==> config.mk <==
export PLATFORM = sky130hd
export DESIGN_NAME = sump_cmd_ctrl
export DESIGN_NICKNAME = d
export VERILOG_FILES = /design/src/rtl/sump_cmd_ctrl.sv
export SDC_FILE = /design/constraint.sdc
export NUM_CORES = 1
export LEC_CHECK = 0
export ABC_AREA = 0
export BUFFER_PORTS_ARGS = -buffer_cell sky130_fd_sc_hd__buf_2
export CORE_MARGIN = 2
export CORE_UTILIZATION = 58
export DETAILED_ROUTE_END_ITERATION = 12
export PLACE_DENSITY = 0.95
export SYNTH_ARGS = -nofsm -noshare
export SYNTH_HDL_FRONTEND = slang
export SYNTH_SLANG_ARGS = --single-unit
export TNS_END_PERCENT = 5
==> constraint.sdc <==
create_clock -name clk_i -period 44 [get_ports clk_i]
set_input_delay 4.4 -clock clk_i [delete_from_list [all_inputs] [get_ports clk_i]]
set_output_delay 4.4 -clock clk_i [all_outputs]
set_load 0.02 [all_outputs]
==> src/rtl/sump_cmd_ctrl.sv <==
// SUMP command decoder: config registers, core sequencing and ID responder, with a one-entry holding buffer.
// Define LOGIP_XON_XOFF_EN to add the tx_pause_o port and XON/XOFF (0x11/0x13) handling.
module sump_cmd_ctrl #(
    parameter int          DATA_BITS       = 8,
    parameter int          CMD_WIDTH_WORDS = 5,
    parameter int          TRIG_STAGES     = 4,
    parameter logic [31:0] ID_WORD         = 32'h534C_4131
) (
    input  logic                                 clk_i,
    input  logic                                 rst_i,
    input  logic [DATA_BITS*CMD_WIDTH_WORDS-1:0] cmd_i,
    input  logic                                 stb_i,
    output logic [32*TRIG_STAGES-1:0]            trig_mask_o,
    output logic [32*TRIG_STAGES-1:0]            trig_val_o,
    output logic [32*TRIG_STAGES-1:0]            trig_cfg_o,
    output logic [23:0]                          divider_o,
    output logic [15:0]                          read_cnt_o,
    output logic [15:0]                          delay_cnt_o,
    output logic [7:0]                           flags_o,
    output logic                                 soft_rst_o,
    output logic                                 armed_o,
    input  logic                                 done_i,
    output logic [7:0]                           tx_data_o,
    output logic                                 tx_valid_o,
    input  logic                                 tx_ready_i,
`ifdef LOGIP_XON_XOFF_EN
    output logic                                 tx_pause_o,
`endif
    output logic                                 ovf_o
);
    localparam int CW = DATA_BITS * CMD_WIDTH_WORDS;

    typedef enum logic [1:0] {S_IDLE, S_EXEC, S_SEND_ID} state_t;

    state_t                         r_state, w_next;
    logic [CW-1:0]                  r_cmd_q, r_buf;
    logic                           r_buf_full, r_ovf, r_armed, r_soft_rst;
    logic [1:0]                     r_idx;
    logic [TRIG_STAGES-1:0][31:0]   r_mask, r_val, r_cfg;
    logic [23:0]                    r_div;
    logic [15:0]                    r_rd, r_dl;
    logic [7:0]                     r_flags;

    logic        w_stb, w_pause, w_exec, w_long, w_is_id, w_is_rst, w_is_run;
    logic        w_tx_fire, w_id_done, w_consume, w_from_buf, w_from_in, w_take;
    logic [7:0]  w_op, w_sop;
    logic [31:0] w_pay;

    assign w_exec   = (r_state == S_EXEC);
    assign w_long   = r_cmd_q[7];
    assign w_op     = r_cmd_q[7:0];
    assign w_pay    = r_cmd_q[39:8];
    assign w_sop    = r_cmd_q[39:32];
    assign w_is_rst = w_exec && !w_long && (w_sop == 8'h00);
    assign w_is_run = w_exec && !w_long && (w_sop == 8'h01);
    assign w_is_id  = w_exec && !w_long && (w_sop == 8'h02);

`ifdef LOGIP_XON_XOFF_EN
    // Flow control acts at strobe time so XON can reach us while SEND_ID is stalled.
    logic r_pause, w_xon, w_xoff;
    assign w_xoff  = stb_i && !cmd_i[7] && (cmd_i[39:32] == 8'h13);
    assign w_xon   = stb_i && !cmd_i[7] && (cmd_i[39:32] == 8'h11);
    assign w_stb   = stb_i && !w_xon && !w_xoff;
    assign w_pause = r_pause;
    assign tx_pause_o = r_pause;

    always_ff @(posedge clk_i or posedge rst_i) begin
        if (rst_i)         r_pause <= 1'b0;
        else if (w_is_rst) r_pause <= 1'b0;
        else if (w_xoff)   r_pause <= 1'b1;
        else if (w_xon)    r_pause <= 1'b0;
    end
`else
    assign w_stb   = stb_i;
    assign w_pause = 1'b0;
`endif

    assign tx_valid_o = (r_state == S_SEND_ID) && !w_pause;
    assign tx_data_o  = tx_valid_o ? ID_WORD[{r_idx, 3'b000} +: 8] : 8'h00;
    assign w_tx_fire  = tx_valid_o && tx_ready_i;
    assign w_id_done  = w_tx_fire && (r_idx == 2'd3);

    // Points where a new command may enter cmd_q; a pending buffer entry has priority.
    assign w_consume  = (r_state == S_IDLE) || (w_exec && !w_is_id) || w_id_done;
    assign w_from_buf = w_consume && r_buf_full;
    assign w_from_in  = w_consume && !r_buf_full && w_stb;
    assign w_take     = w_from_buf || w_from_in;

    always_comb begin
        w_next = r_state;
        case (r_state)
            S_IDLE:    if (w_take) w_next = S_EXEC;
            S_EXEC:    w_next = w_is_id ? S_SEND_ID : (w_take ? S_EXEC : S_IDLE);
            S_SEND_ID: if (w_id_done) w_next = w_take ? S_EXEC : S_IDLE;
            default:   w_next = S_IDLE;
        endcase
    end

    always_ff @(posedge clk_i or posedge rst_i) begin
        if (rst_i) begin
            r_state    <= S_IDLE;
            r_cmd_q    <= '0;
            r_buf      <= '0;
            r_buf_full <= 1'b0;
            r_ovf      <= 1'b0;
            r_idx      <= 2'd0;
        end else begin
            r_state <= w_next;
            if (w_from_buf)     r_cmd_q <= r_buf;
            else if (w_from_in) r_cmd_q <= cmd_i;
            if (w_stb && !r_buf_full && !w_from_in) begin
                r_buf      <= cmd_i;
                r_buf_full <= 1'b1;
            end else if (w_from_buf) begin
                r_buf_full <= 1'b0;
            end
            if (w_stb && r_buf_full) r_ovf <= 1'b1;
            if (r_state != S_SEND_ID) r_idx <= 2'd0;
            else if (w_tx_fire)       r_idx <= r_idx + 2'd1;
        end
    end

    always_ff @(posedge clk_i or posedge rst_i) begin
        if (rst_i) begin
            r_mask <= '0; r_val <= '0; r_cfg <= '0;
            r_div <= '0; r_rd <= '0; r_dl <= '0; r_flags <= '0;
            r_soft_rst <= 1'b0;
            r_armed    <= 1'b0;
        end else begin
            r_soft_rst <= w_is_rst;
            // Run beats a coincident done_i.
            if (w_is_run)                 r_armed <= 1'b1;
            else if (w_is_rst || done_i)  r_armed <= 1'b0;
            if (w_is_rst) begin
                r_mask <= '0; r_val <= '0; r_cfg <= '0;
                r_div <= '0; r_rd <= '0; r_dl <= '0; r_flags <= '0;
            end else if (w_exec && w_long) begin
                for (int s = 0; s < TRIG_STAGES; s++) begin
                    if (w_op[7:4] == 4'hC && w_op[3:2] == 2'(s)) begin
                        case (w_op[1:0])
                            2'd0:    r_mask[s] <= w_pay;
                            2'd1:    r_val[s]  <= w_pay;
                            2'd2:    r_cfg[s]  <= w_pay;
                            default: ;
                        endcase
                    end
                end
                case (w_op)
                    8'h80:   r_div <= w_pay[23:0];
                    8'h81:   begin r_rd <= w_pay[15:0]; r_dl <= w_pay[31:16]; end
                    8'h82:   r_flags <= w_pay[7:0];
                    default: ;
                endcase
            end
        end
    end

    assign trig_mask_o = r_mask;
    assign trig_val_o  = r_val;
    assign trig_cfg_o  = r_cfg;
    assign divider_o   = r_div;
    assign read_cnt_o  = r_rd;
    assign delay_cnt_o = r_dl;
    assign flags_o     = r_flags;
    assign soft_rst_o  = r_soft_rst;
    assign armed_o     = r_armed;
    assign ovf_o       = r_ovf;
endmodule

Word level (Yosys, flattened, before mapping)

Index checks and enable logic that the tools add are counted.

Flip-flop bits (word level): 536
Input port bits: 45
Output and inout port bits: 460

Add/subtract/negate cells: 1
Equal/unequal tests: 17
Shifts and indexed selects: 1
Mux-type cells: 47
Reduce and logical (&&, ||, !) cells: 61

Operators with widths:

| cell                    | number |
|---|---|
| $mux 128                | 6 |
| $mux 32                 | 15 |
| $mux 16                 | 6 |
| $mux 40                 | 2 |
| $mux 24                 | 3 |
| $reduce_and 3->1        | 12 |
| $mux 8                  | 4 |
| $shiftx 32x6->8 const A | 1 |
| $reduce_bool 2->1       | 15 |
| $eq 8x8->1 const B      | 3 |
| $logic_and 1x1->1       | 18 |
| $eq 2x2->1 const B      | 5 |
| $mux 2                  | 5 |
| $eq 8x1->1 const B      | 1 |
| $eq 8x2->1 const B      | 1 |
| $logic_not 8->1         | 1 |
| $reduce_and 2->1        | 4 |
| $eq 2x1->1 const B      | 3 |
| $logic_not 2->1         | 3 |
| $pmux 2 s3              | 1 |
| $mux 1                  | 5 |
| $eq 4x4->1 const B      | 1 |
| $logic_not 1->1         | 4 |
| $logic_or 1x1->1        | 4 |
| 3 further kinds         | 4 |

Depth between registers and ports, before layout

Word-level depth: 13
Gate-level depth with buffers: 8
Depth with buffers taken out: 5

Worst setup path after synthesis

Ideal clock, no wire load.

Kind: register to output
From: register r_state[0]
To: output tx_data_o[3]
Arrival: 1.291 ns
Required time: 39.600 ns
Path slack: 38.309 ns
Cell stages (with the launch flop): 5
Path buffers: 1
Cells stage by stage: dfrtp_1 > nand2b_1 > inv_1 > and2_1 > buf_4

Cells in the longest elaborated chain, start to end: 2

Ends and longest elaborated chain:

| what                     | RTL line | RTL |
|---|---|---|
| start: declaration       | 35       | `state_t r_state, w_next;` |
| start signal: assignment | 108      | `r_state <= w_next;` |
| $eq 2x2->1               | 78       | `assign tx_valid_o = (r_state == S_SEND_ID) && !w_pause;` |
| named net tx_valid_o     | 24       | `output logic tx_valid_o,` |
| $mux 8                   | 79       | `assign tx_data_o = tx_valid_o ? ID_WORD[{r_idx, 3'b000} +: 8] : 8'h00;` |
| end: declaration         | 23       | `output logic [7:0] tx_data_o,` |

The timed path passes the listed nets, and every way through them passes these cells.

==> run_results.csv <==
group,metric,value,unit
power,seqPwrFrac,0.426,
grt,grt_pass1_wl,106,mm
cts,postCtsSetupRepairBufs,0,
power,p_int,0.00114,W
drt,dr.pass1.iters,6,
setup_path,start_kind,"input port",
sta,fin_crit_sh,0.170,
drt,drt-initial-drc-count,1624,
cts,cts_resized,0,
yosys,ys_types,47,
run,maxCapViolations,0,
grt,grt-ovfl-total,0,
power,finalPower,0.00186,W
power,leakage,13.6,nW
status,status,"finished clean",
power,irDropWorstVdd,0.0000378,V
setup_path,endpoint_kind,"asynchronous set/reset pin",
drt,antenna_left,0,
grt,antenna_found_initial,1,
setup_path,crit_arrival,8010,ps
grt,grt_pass1_vias,17700,
grt,grt_max_degree,138,
placement,place.gp.congestion,0.820,
setup_path,worstSetupPathType,"in2async",
cts,htreeDepth,2,
floorplan,initial_core_util,0.587,
power,p_sw,0.000714,W
min_path,min_path_type,"reg2reg",
finish,layout-drive-gt1-share,0.361,
power,swShare,0.385,
floorplan,die_area,38500,µm²
sta,tightest_slew,1290,ps
setup_path,crit_required,44540,ps
cts,cts_tree,"built",
setup_path,r2r-end,"trig_cfg_o[93]",
floorplan,core_area,36500,µm²
yosys,synth_fp_nets,1814,
yosys,synth_edf_count,0,
power,clock_power_share,0.248,
power,combPwrFrac,0.326,
setup_path,path_max_fanout,137,
yosys,yosysTopAreaCell,"dfrtp_1",
floorplan,rows,70,
cts,insertion_delay,590,ps
yosys,ys.flop_type,"dfrtp_1",
yosys,syn_area,21400,µm²
drt,drcViolationCount,0,
yosys,seq_area_frac_synth,0.626,
sta,hold_viol,0,
cts,numCtsBuffers,51,
cts,clock_sinks,536,
drt,routed_wl,71.2,mm
cts,clock_path_buffers,3,
yosys,async_flop_share,1.00,
floorplan,die_w,196,µm
sta,max_freq,134,MHz
sta,period_minus_slack,7460,ps
sta,setup_tns,0,ps
power,power_density,72.4,nW/µm²
yosys,synth_top_area_frac,0.626,
floorplan,num_io_pins,505,
yosys,avgSynthCellArea,12.2,µm²
drt,wl_per_cell,26.6,µm
setup_path,reg2reg_slack,40260,ps
sta,slew_headroom,0.143,
finish,antennaDiodeCount,0,
finish,area_growth,19.5,%
placement,numPortBuffers,503,
yosys,ys_ff_latch,536,
min_path,whs_endpoint,"ovf_o",
sta,whs,477,ps
finish,fillers,2328,
floorplan,die_h,196,µm
min_path,hold_depth,1,
sta,finalSetupViolCount,0,
grt,grt_usage,0.365,
setup_path,ff2ff_path_depth,4,
sta,drv_slew,0,
yosys,syn_inst,1764,
sta,finClkSkew,27.8,ps
yosys,synthTopCellsByArea,"dfrtp_1, o21ai_0, nand3_1, mux2_2, mux2_4",
placement,hpwl,45.3,mm
cts,clkTransAtPathRegs,60,ps
yosys,yosysWarnings,0,
min_path,hp-start,"ovf_o",
finish,layout.nets,2221,
cts,clockRootBuffer,"clkbuf_16",
sta,rsz0062_at_grt,"false",
drt,avgViaCountPerCell,6.46,
setup_path,r2r_start,"r_cmd_q[39]",
cts,cts-hold-fix-buffers,0,
drt,dr_total_vias,17300,
==> logic make-up after synthesis <==
family                   after synthesis  synth area share
AO/OA/AOI/OAI                        377             0.104
XOR/XNOR                               1          0.000409
adder cells (fa/ha/maj)                5           0.00292
buffers and inverters                205            0.0468
flip-flops                           536             0.626
multiplexers                         198             0.110
other                                  1          0.000175
AND/OR/NAND/NOR                      441             0.110
==> final cells by class <==
class	instances	area, µm²	area share
inverters	32	128	0.00498
multi-input cells	1023	7050	0.275
repair buffers	527	2700	0.105
flip-flops and latches	536	13400	0.523
well taps	468	586	0.0228
clock inverters	26	322	0.0125
clock buffers	66	1430	0.0560
==> Yosys cell counts, types with 2 or more instances <==
master     count
buf_1         12
nand4_4       11
buf_2         26
nor2_1        41
o221a_2       28
clkbuf_2      18
clkbuf_1      90
mux2_4        54
ha_1           5
nand4_1        5
o21ai_0      268
or3_1          2
buf_4          9
o2bb2ai_1     11
and3b_1        3
a22oi_1       12
a22o_1         4
mux2_1         6
o21bai_1      27
mux2i_1       57
nor2b_1        3
buf_6         17
inv_1         32
and2_1        17
nand3_1      267
mux2_2        81
a21oi_1       24
dfrtp_1      536
and4_1         3
nand2_1       78
==> sequential cells by signal, indices dropped and copies added (netlist names), 8 cells and up <==
signal and cells:
trig_val_o 128, trig_cfg_o 128, delay_cnt_o 16, r_buf 40
read_cnt_o 16, divider_o 24, flags_o 8, r_cmd_q 40
trig_mask_o 128
==> layer usage <==
| metal | GRT usage | up-vias | wire, µm |
|---|---|---|---|
| li1 | - | 7011 | - |
| met3 | 0.0971 | 346 | 7510 |
| met1 | 0.447 | 8669 | 25000 |
| met2 | 0.580 | 1279 | 33900 |
| met5 | 0 | - | 13 |
| met4 | 0.235 | 2 | 4840 |
==> worst max-delay path, cell delays in order <==
cell,delay [ps]
buf_2,130
inv_8,610
buf_4,840
buf_4,910
buf_4,910
==> metrics by stage <==
| step | worst slack [ps] | instances | instance area [µm²] | utilization |
|---|---|---|---|---|
| 2_1_floorplan | 24620 | 1764 | 21400 | - |
| 3_3_place_gp | 36040 | 2586 | 23900 | 0.654 |
| 3_5_place_dp | 35840 | 2586 | 23900 | 0.654 |
| 4_1_cts | 36430 | 2678 | 25600 | 0.702 |
| 5_1_grt | 35910 | 2678 | 25600 | 0.702 |
| 6_report | 36540 | 2678 | 25600 | 0.702 |
==> worst max path at each step <==
stage,start,to,slack [ps],cells after the start
after CTS,rst_i,delay_cnt_o[9],36430,5
after detailed placement,rst_i,trig_val_o[25],35840,5
final,rst_i,trig_val_o[29],36540,5
after global routing,rst_i,trig_val_o[29],35910,5
after global placement,rst_i,trig_val_o[24],36040,5
after floorplan,rst_i,armed_o,24620,1
==> power by group through the flow <==
stage                     Sequential [W]  Combinational, W  Clock [W]
final                           0.000791          0.000605   0.000460
after global routing            0.000804          0.000638   0.000481
after CTS                       0.000784          0.000602   0.000461
after detailed placement        0.000787          0.000592          0
after global placement          0.000772          0.000569          0
after floorplan                 0.000952          0.000168          0
==> cell usage in the layout, fill, tap and decap left out, types with 12 or more instances in the layout <==
master and n:
o21ai_0 267, dfrtp_1 536, mux2i_1 57, mux2_2 81, nor2_1 41, a22oi_1 12
o221a_2 28, mux2_4 54, inv_1 30, and2_1 17, a21oi_1 24, o21bai_1 27
nand2_1 77, clkbuf_16 52, nand4_4 12, buf_4 24, nand3_1 267, buf_2 503
Power figures use the tool's default switching activity.
